<file path="src/rtl/xor4_parity_sched.sv">
// xor4_parity_sched
//   Round-robin scheduler that shares one combinational XOR4 parity core
//   among N_REQ requesters. A requester is granted for a whole frame of
//   4-bit nibbles. The running parity is accumulated, and a one-cycle result
//   strobe tagged with the owner ID is returned.
//
// Ports
//   i_clk    : clock, all state changes on the rising edge
//   i_rst_n  : synchronous active-low reset
//   i_req    : per-requester request (held until granted)
//   i_data   : nibble of requester k on [4k+3:4k], MSB..LSB = a,b,c,d
//   i_last   : per-requester last-nibble marker
//   o_gnt    : combinational one-hot (or zero) grant
//   o_vld    : one-cycle result strobe
//   o_f      : frame parity, registered, holds until the next strobe
//   o_id     : owner of the completed frame, registered
//   o_busy   : high while a multi-nibble frame is locked
//   o_abort  : one-cycle strobe when a locked frame times out
//
// Optional feature
//   XOR4_SCHED_TIMEOUT_EN : when defined, a 4-bit idle counter abandons a
//   locked frame after 16 consecutive LOCK cycles without an owner transfer.
//   When it is undefined, LOCK persists until i_last and o_abort is tied 0.

module xor4 (
    input  logic a,
    input  logic b,
    input  logic c,
    input  logic d,
    output logic f
);
    assign f = a ^ b ^ c ^ d;
endmodule

module xor4_parity_sched #(
    parameter int N_REQ = 4,
    parameter int ID_W  = 2
) (
    input  logic                 i_clk,
    input  logic                 i_rst_n,
    input  logic [N_REQ-1:0]     i_req,
    input  logic [4*N_REQ-1:0]   i_data,
    input  logic [N_REQ-1:0]     i_last,
    output logic [N_REQ-1:0]     o_gnt,
    output logic                 o_vld,
    output logic                 o_f,
    output logic [ID_W-1:0]      o_id,
    output logic                 o_busy,
    output logic                 o_abort
);

    localparam logic [0:0] IDLE = 1'b0;
    localparam logic [0:0] LOCK = 1'b1;

    logic [0:0]         state;
    logic [ID_W-1:0]    owner;
    logic [ID_W-1:0]    ptr;
    logic               acc;

    logic [2*N_REQ-1:0] dbl;
    logic [N_REQ-1:0]   rot;
    logic [ID_W-1:0]    off;
    logic               found;
    logic [ID_W-1:0]    gid;
    logic [3:0]         nib;
    logic               last;
    logic               xfer;
    logic               par;

    function automatic logic [ID_W-1:0] next_id(input logic [ID_W-1:0] id);
        return ID_W'((32'(id) + 32'd1) % N_REQ);
    endfunction

    // Rotating a doubled copy of i_req right by ptr puts the highest-priority
    // requester at bit 0, so a plain lowest-set-bit search gives the
    // round-robin choice as an offset from ptr.
    always_comb begin
        dbl   = {i_req, i_req};
        rot   = N_REQ'(dbl >> ptr);
        found = 1'b0;
        off   = '0;
        for (int unsigned i = 0; i < N_REQ; i++) begin
            if (!found && rot[i]) begin
                found = 1'b1;
                off   = ID_W'(i);
            end
        end
        if (state == LOCK)
            gid = owner;
        else
            gid = ID_W'((32'(ptr) + 32'(off)) % N_REQ);

        o_gnt = '0;
        if (i_rst_n) begin
            if (state == LOCK)
                o_gnt[owner] = i_req[owner];
            else if (found)
                o_gnt[gid] = 1'b1;
        end
    end

    // Grant is a subset of request, so any grant bit is a transfer.
    always_comb begin
        nib  = '0;
        last = 1'b0;
        for (int unsigned k = 0; k < N_REQ; k++) begin
            if (o_gnt[k]) begin
                nib  = i_data[4*k +: 4];
                last = i_last[k];
            end
        end
        xfer = |o_gnt;
    end

    xor4 u_xor4 (
        .a (nib[3]),
        .b (nib[2]),
        .c (nib[1]),
        .d (nib[0]),
        .f (par)
    );

    assign o_busy = i_rst_n && (state == LOCK);

`ifdef XOR4_SCHED_TIMEOUT_EN
    logic [3:0] idle_cnt;
    logic       abort;
    assign o_abort = abort;
`else
    assign o_abort = 1'b0;
`endif

    always_ff @(posedge i_clk) begin
        if (!i_rst_n) begin
            state <= IDLE;
            owner <= '0;
            ptr   <= '0;
            acc   <= 1'b0;
            o_vld <= 1'b0;
            o_f   <= 1'b0;
            o_id  <= '0;
`ifdef XOR4_SCHED_TIMEOUT_EN
            idle_cnt <= '0;
            abort    <= 1'b0;
`endif
        end else begin
            o_vld <= 1'b0;
`ifdef XOR4_SCHED_TIMEOUT_EN
            abort <= 1'b0;
`endif
            case (state)
                IDLE: begin
                    if (xfer) begin
                        if (last) begin
                            o_vld <= 1'b1;
                            o_f   <= par;
                            o_id  <= gid;
                            ptr   <= next_id(gid);
                        end else begin
                            acc   <= par;
                            owner <= gid;
                            state <= LOCK;
`ifdef XOR4_SCHED_TIMEOUT_EN
                            idle_cnt <= '0;
`endif
                        end
                    end
                end
                default: begin
                    if (xfer) begin
                        acc <= acc ^ par;
`ifdef XOR4_SCHED_TIMEOUT_EN
                        idle_cnt <= '0;
`endif
                        if (last) begin
                            o_vld <= 1'b1;
                            o_f   <= acc ^ par;
                            o_id  <= owner;
                            ptr   <= next_id(owner);
                            state <= IDLE;
                        end
                    end
`ifdef XOR4_SCHED_TIMEOUT_EN
                    // 16th consecutive stalled LOCK cycle: drop the frame.
                    else if (idle_cnt == 4'd15) begin
                        idle_cnt <= '0;
                        abort    <= 1'b1;
                        ptr      <= next_id(owner);
                        state    <= IDLE;
                    end else begin
                        idle_cnt <= idle_cnt + 4'd1;
                    end
`endif
                end
            endcase
        end
    end

endmodule

</file>
<file path="config.mk">
export PLATFORM = sky130hd
export DESIGN_NAME = xor4_parity_sched
export DESIGN_NICKNAME = d
export VERILOG_FILES = /design/src/rtl/xor4_parity_sched.sv
export SDC_FILE = /design/constraint.sdc
export NUM_CORES = 1
export LEC_CHECK = 0
export CAP_MARGIN = 10
export CORE_ASPECT_RATIO = 0.6
export CORE_MARGIN = 2
export CORE_UTILIZATION = 29
export CTS_BUF_LIST = sky130_fd_sc_hd__clkbuf_4
export DETAILED_ROUTE_END_ITERATION = 6
export GPL_ROUTABILITY_DRIVEN = 0
export PLACE_DENSITY = 0.57
export REMOVE_ABC_BUFFERS = 1
export SYNTH_ARGS = -nofsm -noshare
export SYNTH_HDL_FRONTEND = slang
export SYNTH_SLANG_ARGS = --single-unit
export TNS_END_PERCENT = 50
</file>
<file path="constraint.sdc">
create_clock -name i_clk -period 4.9 [get_ports i_clk]
set_clock_uncertainty 0.1 [all_clocks]
set_input_delay 0.735 -clock i_clk [delete_from_list [all_inputs] [get_ports i_clk]]
set_output_delay 0.735 -clock i_clk [all_outputs]
set_load 0.02 [all_outputs]
</file>
==> impl_results.md <==
* Clk_lat worst skew at ~260 ps
* Pwr dens at 471.3 nW/µm²
* Htree depth at 1
* Synth area leaders: dfxtp_1 (20%), ha_1 (6.3%), xnor2_1 (6.2%)
* NumNets Final at between 150 and 200
* Post-synth EDFFs at 0
* Worst-path maximum fanout at 13
* Fmax at approximately 220 MHz
* Required @ worst endpoint at between 4000 and 5000 ps
* Slew of the pin with the lowest slew margin at 557.1 ps
* Outcome: complete, no violations
* Sw Share at 0.4531
* Max VDD drop at ~0.22 mV
* Worst path slowest cell: clkdlybuf4s50_1
* Dpl hpwl at roughly 2200 µm
* Clock share of power at 0.081
* DIE AREA at just under 4000 µm²
* Num CTS Buffers at 3
* Vias per inst at slightly above 5
* Synth top cells by count: dfxtp_1 (10), inv_1 (10), o21ai_0 (9)
* Worst Hold Launch: o_f
* Hold path endpoint: o_f
* Worst r2r src: ptr[0]
* P_int at around 360 µW
* Clock-pin slew on the worst setup and hold paths at about 60 ps
* Number of port buffers at 34
* Hold path depth at 2
* Initial Util at 0.3033
* Mean Syn Cell Area at about 8 µm²
* Max-cap violations at 0
* Routed Antenna Nets at 0
* CTS root buf: clkbuf_4
* Post-synthesis sequential area ratio at 0.2023
* Sum of negative setup slack at 0 ps
* Final Hold Viols at 0
* I/O pin cnt at 36
* Finish-stage setup viols at 0
* CP Capture Type: primary output
* Leak pwr at ~0.54 nW
* Max-slew violation count at 0
* Share of cells above drive strength 1 at 0.1019
* Type of origin of the critical path: input port
* DRC Markers at 0
* Initial drt markers at 81
* Clock Path Buffers at 2
* R2r setup slk at 1060 ps
* Share of the synthesized area in the top cell type at 0.2023
* Sequential power share at 0.219
* Post-synthesis async set-or-reset flop share at 0
* Synth warn at 0
* Setup slack at placement at ~120 ps
* Minimum clock period at approximately 4600 ps
* Mapped Area at 989.7 µm²
* Core Box Area at 3263 µm²
* Total grt overflow at 0
* Clock sinks at 10
* Yosys reg bits at 10
* Number of global-route vias before repair at ~970
* Largest net degree at the start of global routing at 14
* Vias at about 1,000
* CP arrival at about 3800 ps
* Die Wd at around 79 µm
* Worst Slack Setup Final at 258.2 ps
* Combinational share of power at 0.701
* N_diodes at 0
* Drt first pass iters at 4
* Row count at 16
* Post-CTS setup buffers at 0
* Psw at 298.2 µW
* Initial antenna violation count at 0
* Yosys top cell by area: dfxtp_1
* RR Endpoint: acc
* Die H at approximately 49 µm
* Slew margin rel. at 0.6274
* CP cell instances: clkdlybuf4s50_1 > or4_1 > o2111ai_1 > ha_1 > nor2_1 > a221o_1 > inv_1 > ha_1 > a32oi_1 > inv_1 > clkdlybuf4s50_1
* Max incr delay on CP at a little over 600 ps
* Drt wl/cell at approximately 14 µm
* WS Path Type: input port to primary output
* Final-layout fill cell count at 338
* Reg2Reg Depth at 15
* All-layer global routing usage at 0.1452
* CTS tree: built
* Top_reg_cell synth: dfxtp_1
* Post-synth cell types at between 50 and 60
* Mapped Cells at 124
* RSZ-0062 raised after global routing: false
* Hold Crit Class: flip-flop to flip-flop
* Area growth syn-to-layout at 41.09%
* First-pass GRT wire length at approximately 4600 µm
* Fin crit share at 0.9473
* Routed WL at between 2000 and 3000 µm
through the flow:
step	instance area [µm²]	power, mW	utilization	hold slack [ps]	std cells
after floorplan	944.7	0.4417	-	369.9	116
after global placement	1371	0.5998	0.4202	345.5	199
after detailed placement	1371	0.6035	0.4202	352.6	199
after CTS	1394	0.6602	0.4271	363.0	202
after global routing	1396	0.7156	0.4279	381.9	202
final	1396	0.6581	0.4279	365.4	202
cell type report:
class,count,area [µm²],area share
well taps,45,56.30,0.04032
repair buffers,38,372.9,0.2670
clock buffers,3,22.52,0.01613
flip-flops and latches,10,200.2,0.1434
multi-input cells,96,706.9,0.5063
inverters,10,37.54,0.02688
cells by family after synthesis:
family,count (synthesis),synth area share
AOI/OAI and AO/OA,39,0.2819
xor gates and xnor gates,9,0.09355
adders and majority gates,5,0.06321
buffers and inverters,18,0.08344
DFF,10,0.2023
muxes,3,0.03287
other,1,0.003789
and+or+nand+nor,39,0.2390
state kept, by name, summed over array words and instances, names as in the netlist:
| name | flops |
|---|---|
| o_id | 2 |
| owner | 2 |
| ptr | 2 |
| acc | 1 |
| o_f | 1 |
| o_vld | 1 |
| state | 1 |
power by group through the flow:
stage	combinational, mW	clock [mW]	sequential [mW]
floorplan	0.297	0	0.145
global placement	0.456	0	0.143
detailed placement	0.459	0	0.145
CTS	0.462	0.0549	0.143
global route	0.508	0.0584	0.149
finish	0.461	0.0531	0.144
cell usage in the layout (no fill, tap or decap), types with 2 or more instances in the layout:
cell type        count
a21oi_1              6
a211oi_1             3
or2_2                2
xnor2_1              7
nor3_1               4
a221oi_1             2
o31ai_1              2
nor2b_1              2
buf_4                4
nand2_1              5
o21bai_1             3
nor3b_1              3
dfxtp_1             10
inv_1               10
clkbuf_4             3
a32o_1               2
ha_1                 5
nor2_1               5
nand3b_1             3
mux2_2               2
clkdlybuf4s50_1     33
o21ai_0              9
nand3_1              4
critical path, delay by kind of cell:
family	cells	cell delay (ps)
compound gates	3	620
fa+ha+maj	2	390
buf+inv	4	1440
simple gates	2	620
worst max-delay path by stage:
| stage | from | endpoint | slack, ps |
|---|---|---|---|
| 6_report | i_req[2] | o_gnt[2] | 260 |
| 5_1_grt | i_req[2] | o_gnt[2] | 90 |
| 4_1_cts | i_req[2] | o_gnt[0] | 120 |
| 3_5_place_dp | i_req[2] | o_gnt[0] | 120 |
| 3_3_place_gp | i_req[2] | o_gnt[0] | 250 |
| 2_1_floorplan | i_req[2] | acc | 880 |
layer usage:
metal | GRT usage | routed length, µm | share of wire | up-vias
li1 | - | - | - | 528
met1 | 0.2333 | 1508 | 0.55 | 470
met2 | 0.2045 | 1152 | 0.42 | 19
met3 | 0.02222 | 71 | 0.026 | 0
met4 | 0.01724 | 0 | 0 | 0
met5 | 0 | 0 | 0 | -
repair_timing:
action,4_1_cts,5_1_grt
endpoints found under the setup margin,0,1
resized for setup,0,1
hold buffers,0,0
No activity file was read; power rests on OpenSTA's default activity.
